`src/rtl/fwd_hazard_ctrl.sv`:
```
// EX-stage forwarding-select and load-use hazard control.
// Keeps a shadow ID/EX, EX/MEM, MEM/WB pipeline of write-back controls.
module fwd_hazard_ctrl #(
    parameter int REG_W = 5,
    parameter int CNT_W = 16
) (
    input  logic             Clk,
    input  logic             Rst,
    input  logic             ID_Valid,
    input  logic [REG_W-1:0] ID_Rs,
    input  logic [REG_W-1:0] ID_Rt,
    input  logic [REG_W-1:0] ID_Dest,
    input  logic             ID_RegWrite,
    input  logic             ID_MemRead,
    input  logic             Flush,
    output logic [1:0]       FwdA,
    output logic [1:0]       FwdB,
    output logic             Stall,
    output logic [CNT_W-1:0] StallCnt
);

    localparam logic [1:0] SEL_RF  = 2'b00;
    localparam logic [1:0] SEL_WB  = 2'b01;
    localparam logic [1:0] SEL_MEM = 2'b10;

    localparam logic [REG_W-1:0] ZERO_REG = '0;
    localparam logic [CNT_W-1:0] CNT_ONE  = {{(CNT_W-1){1'b0}}, 1'b1};

    // EX shadow stage
    logic             r_ex_v;
    logic [REG_W-1:0] r_ex_rs;
    logic [REG_W-1:0] r_ex_rt;
    logic [REG_W-1:0] r_ex_dest;
    logic             r_ex_rw;
    logic             r_ex_mr;

    // MEM shadow stage
    logic             r_mem_v;
    logic [REG_W-1:0] r_mem_dest;
    logic             r_mem_rw;

    // WB shadow stage
    logic             r_wb_v;
    logic [REG_W-1:0] r_wb_dest;
    logic             r_wb_rw;

    logic [CNT_W-1:0] r_stall_cnt;

    logic             w_mem_src;
    logic             w_wb_src;
    logic             w_ex_load;
    logic             w_stall;
    logic             w_ex_v_nxt;
    logic             w_cnt_sat;
    logic [1:0]       w_fwd_a;
    logic [1:0]       w_fwd_b;

    // Which older stages can legally source a forwarded value ($0 never can)
    always_comb begin
        w_mem_src = r_mem_v & r_mem_rw & (r_mem_dest != ZERO_REG);
        w_wb_src  = r_wb_v & r_wb_rw & (r_wb_dest != ZERO_REG);
        w_ex_load = r_ex_v & r_ex_mr & (r_ex_dest != ZERO_REG);
    end

    // Operand A select: the younger MEM result wins over WB
    always_comb begin
        w_fwd_a = SEL_RF;
        if (w_mem_src && (r_mem_dest == r_ex_rs)) begin
            w_fwd_a = SEL_MEM;
        end else if (w_wb_src && (r_wb_dest == r_ex_rs)) begin
            w_fwd_a = SEL_WB;
        end
    end

    // Operand B select: same priority, keyed on Rt
    always_comb begin
        w_fwd_b = SEL_RF;
        if (w_mem_src && (r_mem_dest == r_ex_rt)) begin
            w_fwd_b = SEL_MEM;
        end else if (w_wb_src && (r_wb_dest == r_ex_rt)) begin
            w_fwd_b = SEL_WB;
        end
    end

    // Load in EX feeding the ID instruction cannot be forwarded in time
    always_comb begin
        w_stall    = ID_Valid & w_ex_load &
                     ((r_ex_dest == ID_Rs) | (r_ex_dest == ID_Rt));
        w_ex_v_nxt = ID_Valid & ~w_stall & ~Flush;
        w_cnt_sat  = &r_stall_cnt;
    end

    // Shadow pipeline advances every edge; stall or flush injects a bubble
    always_ff @(posedge Clk) begin
        if (Rst) begin
            r_ex_v     <= 1'b0;
            r_ex_rs    <= '0;
            r_ex_rt    <= '0;
            r_ex_dest  <= '0;
            r_ex_rw    <= 1'b0;
            r_ex_mr    <= 1'b0;
            r_mem_v    <= 1'b0;
            r_mem_dest <= '0;
            r_mem_rw   <= 1'b0;
            r_wb_v     <= 1'b0;
            r_wb_dest  <= '0;
            r_wb_rw    <= 1'b0;
        end else begin
            r_ex_v     <= w_ex_v_nxt;
            r_ex_rs    <= ID_Rs;
            r_ex_rt    <= ID_Rt;
            r_ex_dest  <= ID_Dest;
            r_ex_rw    <= ID_RegWrite;
            r_ex_mr    <= ID_MemRead;
            r_mem_v    <= r_ex_v;
            r_mem_dest <= r_ex_dest;
            r_mem_rw   <= r_ex_rw;
            r_wb_v     <= r_mem_v;
            r_wb_dest  <= r_mem_dest;
            r_wb_rw    <= r_mem_rw;
        end
    end

    // Saturating count of stall cycles
    always_ff @(posedge Clk) begin
        if (Rst) begin
            r_stall_cnt <= '0;
        end else if (w_stall && !w_cnt_sat) begin
            r_stall_cnt <= r_stall_cnt + CNT_ONE;
        end
    end

    assign FwdA     = w_fwd_a;
    assign FwdB     = w_fwd_b;
    assign Stall    = w_stall;
    assign StallCnt = r_stall_cnt;

endmodule

```
`config.mk`:
```
export PLATFORM = sky130hd
export DESIGN_NAME = fwd_hazard_ctrl
export DESIGN_NICKNAME = d
export VERILOG_FILES = /design/src/rtl/fwd_hazard_ctrl.sv
export SDC_FILE = /design/constraint.sdc
export NUM_CORES = 1
export LEC_CHECK = 0
export ABC_AREA = 0
export CORE_MARGIN = 5
export CORE_UTILIZATION = 57
export CTS_BUF_LIST = sky130_fd_sc_hd__clkbuf_2 sky130_fd_sc_hd__clkbuf_4 sky130_fd_sc_hd__clkbuf_8
export DETAILED_ROUTE_END_ITERATION = 8
export PLACE_DENSITY = 0.87
export SLEW_MARGIN = 20
export SYNTH_ARGS = -nofsm -noshare
export SYNTH_HDL_FRONTEND = slang
export SYNTH_SLANG_ARGS = --single-unit
```
`constraint.sdc`:
```
create_clock -name Clk -period 4.2 [get_ports Clk]
set_input_delay 0.84 -clock Clk [delete_from_list [all_inputs] [get_ports Clk]]
set_output_delay 0.84 -clock Clk [all_outputs]
set_load 0.02 [all_outputs]
```
==> results summary, run 1 <==
The run finished with clean final reports. The count of standard-cell rows came out at 22. The share of synthesized registers carrying an async set or reset came out at 0%. The post-route clock period utilization came out at 89.02%. In this run the power density over the cells is 316.7 nW/µm². The width of the die came out at 70.82 µm.

The number of hold buffers added after CTS was 0. The flop-to-flop setup slack came out at 1.92 ns. The tool flagged a number of max-cap violations equal to 0. The longest clock path from root to sink contains 2 buffers. The most used flip-flop cell after synthesis is sky130_fd_sc_hd__dfxtp_1. The initial antenna violation count is 0. The share of layout cells above drive strength 1 came out at 7.663%. In this run the worst path has a maximum fanout of 8. The post-CTS clock slew at the launch and capture registers of the worst setup and hold paths came out at 0.08 ns. In this run the critical register-to-register path is launched from StallCnt[0].

The depth of the worst register-to-register path came out at 7. For this block, the initial DRC count from the detailed router was 47. The iteration count of the initial detailed-routing pass is 4.

The post-route clock skew came out at 0.01099 ns. Summed over all instances, the cell type with the most area after synthesis is sky130_fd_sc_hd__dfxtp_1. The synthesis warning total came out at 0. The number of enable-type register cells in the synthesized netlist came out at 0.

The starting utilization of the core area came out at 58.02%. The unique cell type count in the Yosys netlist is 36. The worst setup path is captured at an output pin.

Once detail routing completed, the nets flagged for antenna violations numbered 0. The routed length per placed instance is 14.11 µm. The overall via count from detail_route is 1,599. Ranked by total cell area, the synthesized netlist is headed by sky130_fd_sc_hd__dfxtp_1, sky130_fd_sc_hd__nor2b_1, sky130_fd_sc_hd__xnor2_1. For the worst-skew pair, the clock arrives at the later sink with an insertion delay of 0.30 ns. The largest net degree at the start of global routing is 23. The global route total overflow came out at 0. After routing the design area is 2658 µm². The shortest period the worst path allows came out at 3.739 ns. In this run the worst hold path is classified as reg2reg.

In this run the standard cell core region covers 3633 µm². The fmax is 0.2674 GHz. The clock sink count came out at 48. The largest stage delay on the critical path is 0.66 ns. The area of the die came out at 5015 µm². The post-CTS setup repair buffer count is 0. The share of the synthesized area in the top cell type is 45.58%.

The sequential cell area fraction in the yosys report is 45.58%. Clock tree synthesis selected as its root buffer the cell sky130_fd_sc_hd__clkbuf_8. The total negative setup slack is 0 ns. The sum of routed wire length over all layers came out at 4359 µm. The congestion estimate from routability-driven global placement came to 0.8301. The startpoint type of the worst setup path is an input port. The count of endpoints failing setup in the final report came out at 0.

The average size of a mapped cell is 9.716 µm². The design draws 0.0008416 W. After detailed routing, the number of remaining DRC violations is 0.

TritonCTS created 5 clock buffers. The via count of the first global-routing pass came out at 1,709. The critical path goes through clkdlybuf4s50_1 -> xnor2_1 -> nand3_1 -> o22a_1 -> nor2_1 -> clkdlybuf4s50_1.

The critical path ends at Stall. Across every metal layer, demand over resource in global routing totals 19.26%. The first global-routing pass estimated 7734 µm of wire. The quantity of I/O buffers inserted on ports is 41. 0 antenna diodes ended up in the layout. The static leakage is 0.9691 nW.

The worst-path cell with the longest stage delay is sky130_fd_sc_hd__clkdlybuf4s50_1. Along the worst hold path, the cell count comes to 1. The number of H-tree levels is 2. The per-cell via count in the routed design is 5.175.

The placed wire-length estimate came out at 3386 µm. The peak supply drop is 0.2539 mV. The critical path in this run is classified as in2out.

TritonCTS built the clock tree. The number of endpoints with negative hold slack in the final report is 0. The count of pins on the block boundary is 42.

The count of final max-slew check failures is 0. Once the clock tree was built, the resizer swapped 0 gates to a different size. The placed standard-cell area came out at 2560 µm².

Tracing the worst setup path back leads to its startpoint at ID_Rs[2]. Setup repair after global routing left no endpoint under its margin. The net count after synthesis came out at 239.

The signal arrival time at the worst endpoint came out at 2.90 ns. The count of placed standard cells including taps is 301. The tightest slew margin relative to the limit came out at 66.09%.

Counting flops and latches in the post-synthesis netlist gives 48. After technology mapping, the gate count stands at 217. The measured slew at the worst slew-check pin is 0.5086 ns.

For this run, the number of standard cells in the final layout without fillers is 309. Among the stages of the critical path, the cell type that occurs most often is sky130_fd_sc_hd__clkdlybuf4s50_1. The relative area change from synthesis to final layout came out at 26.05%. From bottom edge to top edge, the die measures 70.82 µm.

The post-synthesis instance area is 2108 µm². The final net count came out at 282. The worst register-to-register path ends at StallCnt[7]. The data required time at the worst endpoint is 3.36 ns.
critical path: cells and delay by family:
family	cells	cell delay, ns
buffers and inverters	2	1.17
AO/OA/AOI/OAI	1	0.34
XOR/XNOR	1	0.14
AND/OR/NAND/NOR	2	0.40
cell type report:
class | instances | area, µm²
Multi-Input combinational cell | 160 | 1106
Timing Repair Buffer | 43 | 425.4
Tap cell | 48 | 60.06
Inverter | 2 | 7.507
Fill cell | 301 | 975.9
Sequential cell | 48 | 960.9
Clock buffer | 8 | 97.59
metrics by stage:
step / setup WS, ns / hold WS (ns) / utilization, %
global route: 0.3615 / 0.4797 / 73.14
floorplan: 1.420 / 0.4138 / -
global placement: 0.5131 / 0.4504 / 70.45
CTS: 0.4489 / 0.4680 / 73.14
detailed placement: 0.4532 / 0.4569 / 70.45
finish: 0.4610 / 0.4621 / 73.14
flip-flops by register name (all words and copies together), names as in the netlist:
signal / cells
r_wb_rw: 1
r_ex_dest: 5
r_ex_rw: 1
StallCnt: 16
r_ex_rs: 5
r_mem_rw: 1
r_ex_mr: 1
r_ex_v: 1
r_wb_v: 1
r_mem_v: 1
r_wb_dest: 5
r_ex_rt: 5
r_mem_dest: 5
layout by cell type, fill, tap and decap left out, types with 2 or more instances in the layout:
cell,n
sky130_fd_sc_hd__nor2b_1,35
sky130_fd_sc_hd__nor4_1,6
sky130_fd_sc_hd__mux2i_1,2
sky130_fd_sc_hd__clkbuf_4,2
sky130_fd_sc_hd__and4_1,3
sky130_fd_sc_hd__o211ai_1,2
sky130_fd_sc_hd__xnor2_1,22
sky130_fd_sc_hd__nor2_1,14
sky130_fd_sc_hd__o21ai_0,2
sky130_fd_sc_hd__buf_4,2
sky130_fd_sc_hd__a21oi_1,5
sky130_fd_sc_hd__inv_1,2
sky130_fd_sc_hd__or4_1,4
sky130_fd_sc_hd__and3_1,2
sky130_fd_sc_hd__nand2_1,6
sky130_fd_sc_hd__clkdlybuf4s50_1,41
sky130_fd_sc_hd__nand4_1,5
sky130_fd_sc_hd__dfxtp_1,48
sky130_fd_sc_hd__a31o_2,3
sky130_fd_sc_hd__xor2_1,12
sky130_fd_sc_hd__clkbuf_8,6
sky130_fd_sc_hd__nand2b_1,5
sky130_fd_sc_hd__nor3_1,3
sky130_fd_sc_hd__mux2_2,3
sky130_fd_sc_hd__nand3_1,13
synth_stat cells (5+ instances only):
library cell	instances
sky130_fd_sc_hd__a21oi_1	5
sky130_fd_sc_hd__clkbuf_1	6
sky130_fd_sc_hd__dfxtp_1	48
sky130_fd_sc_hd__nand2_1	6
sky130_fd_sc_hd__nand2b_1	5
sky130_fd_sc_hd__nand3_1	13
sky130_fd_sc_hd__nand4_1	5
sky130_fd_sc_hd__nor2_1	14
sky130_fd_sc_hd__nor2b_1	35
sky130_fd_sc_hd__nor4_1	6
sky130_fd_sc_hd__xnor2_1	22
sky130_fd_sc_hd__xor2_1	12
worst min path at each step:
stage,endpoint,from
after floorplan,r_mem_rw,r_ex_rw
after global placement,r_mem_rw,r_ex_rw
after detailed placement,r_mem_rw,r_ex_rw
after CTS,r_mem_rw,r_ex_rw
after global routing,r_mem_rw,r_ex_rw
final,r_mem_rw,r_ex_rw
routing by layer:
| layer | vias up | share of wire, % | wire length, µm | global-route usage [%] |
|---|---|---|---|---|
| li1 | 834 | - | - | - |
| met1 | 722 | 44 | 1932 | 23.39 |
| met2 | 35 | 50 | 2185 | 33.26 |
| met3 | 8 | 3.8 | 167 | 4.688 |
| met4 | 0 | 1.7 | 74 | 6.472 |
| met5 | - | 0 | 0 | 0 |
power by group:
part | internal, W | switching (W) | total (W)
clock | 0.000147 | 0.000140 | 0.000287
combinational | 0.0000437 | 0.0000294 | 0.0000731
sequential | 0.000468 | 0.0000134 | 0.000482
logic make-up after synthesis:
| group | count (synthesis) | synth area share (%) |
|---|---|---|
| AO/OA/AOI/OAI | 18 | 6.291 |
| flip-flops | 48 | 45.58 |
| AND/OR/NAND/NOR | 102 | 28.90 |
| multiplexers | 5 | 2.552 |
| XOR/XNOR | 34 | 14.12 |
| buffers and inverters | 9 | 1.958 |
| adder cells (fa/ha/maj) | 1 | 0.5934 |
Note: power is estimated with default switching activity, not from simulation.
==> inputs of run 2 (changes only) <==
--- a/config.mk
+++ b/config.mk
@@ -9,6 +9,7 @@
 export CORE_MARGIN = 5
 export CORE_UTILIZATION = 57
 export CTS_BUF_LIST = sky130_fd_sc_hd__clkbuf_2 sky130_fd_sc_hd__clkbuf_4 sky130_fd_sc_hd__clkbuf_8
+export CTS_CLUSTER_SIZE = 25
 export DETAILED_ROUTE_END_ITERATION = 8
 export PLACE_DENSITY = 0.87
 export SLEW_MARGIN = 20
==> results of run 2 <==
No change in the layout: final DEF, timing and power equal those of run 1.
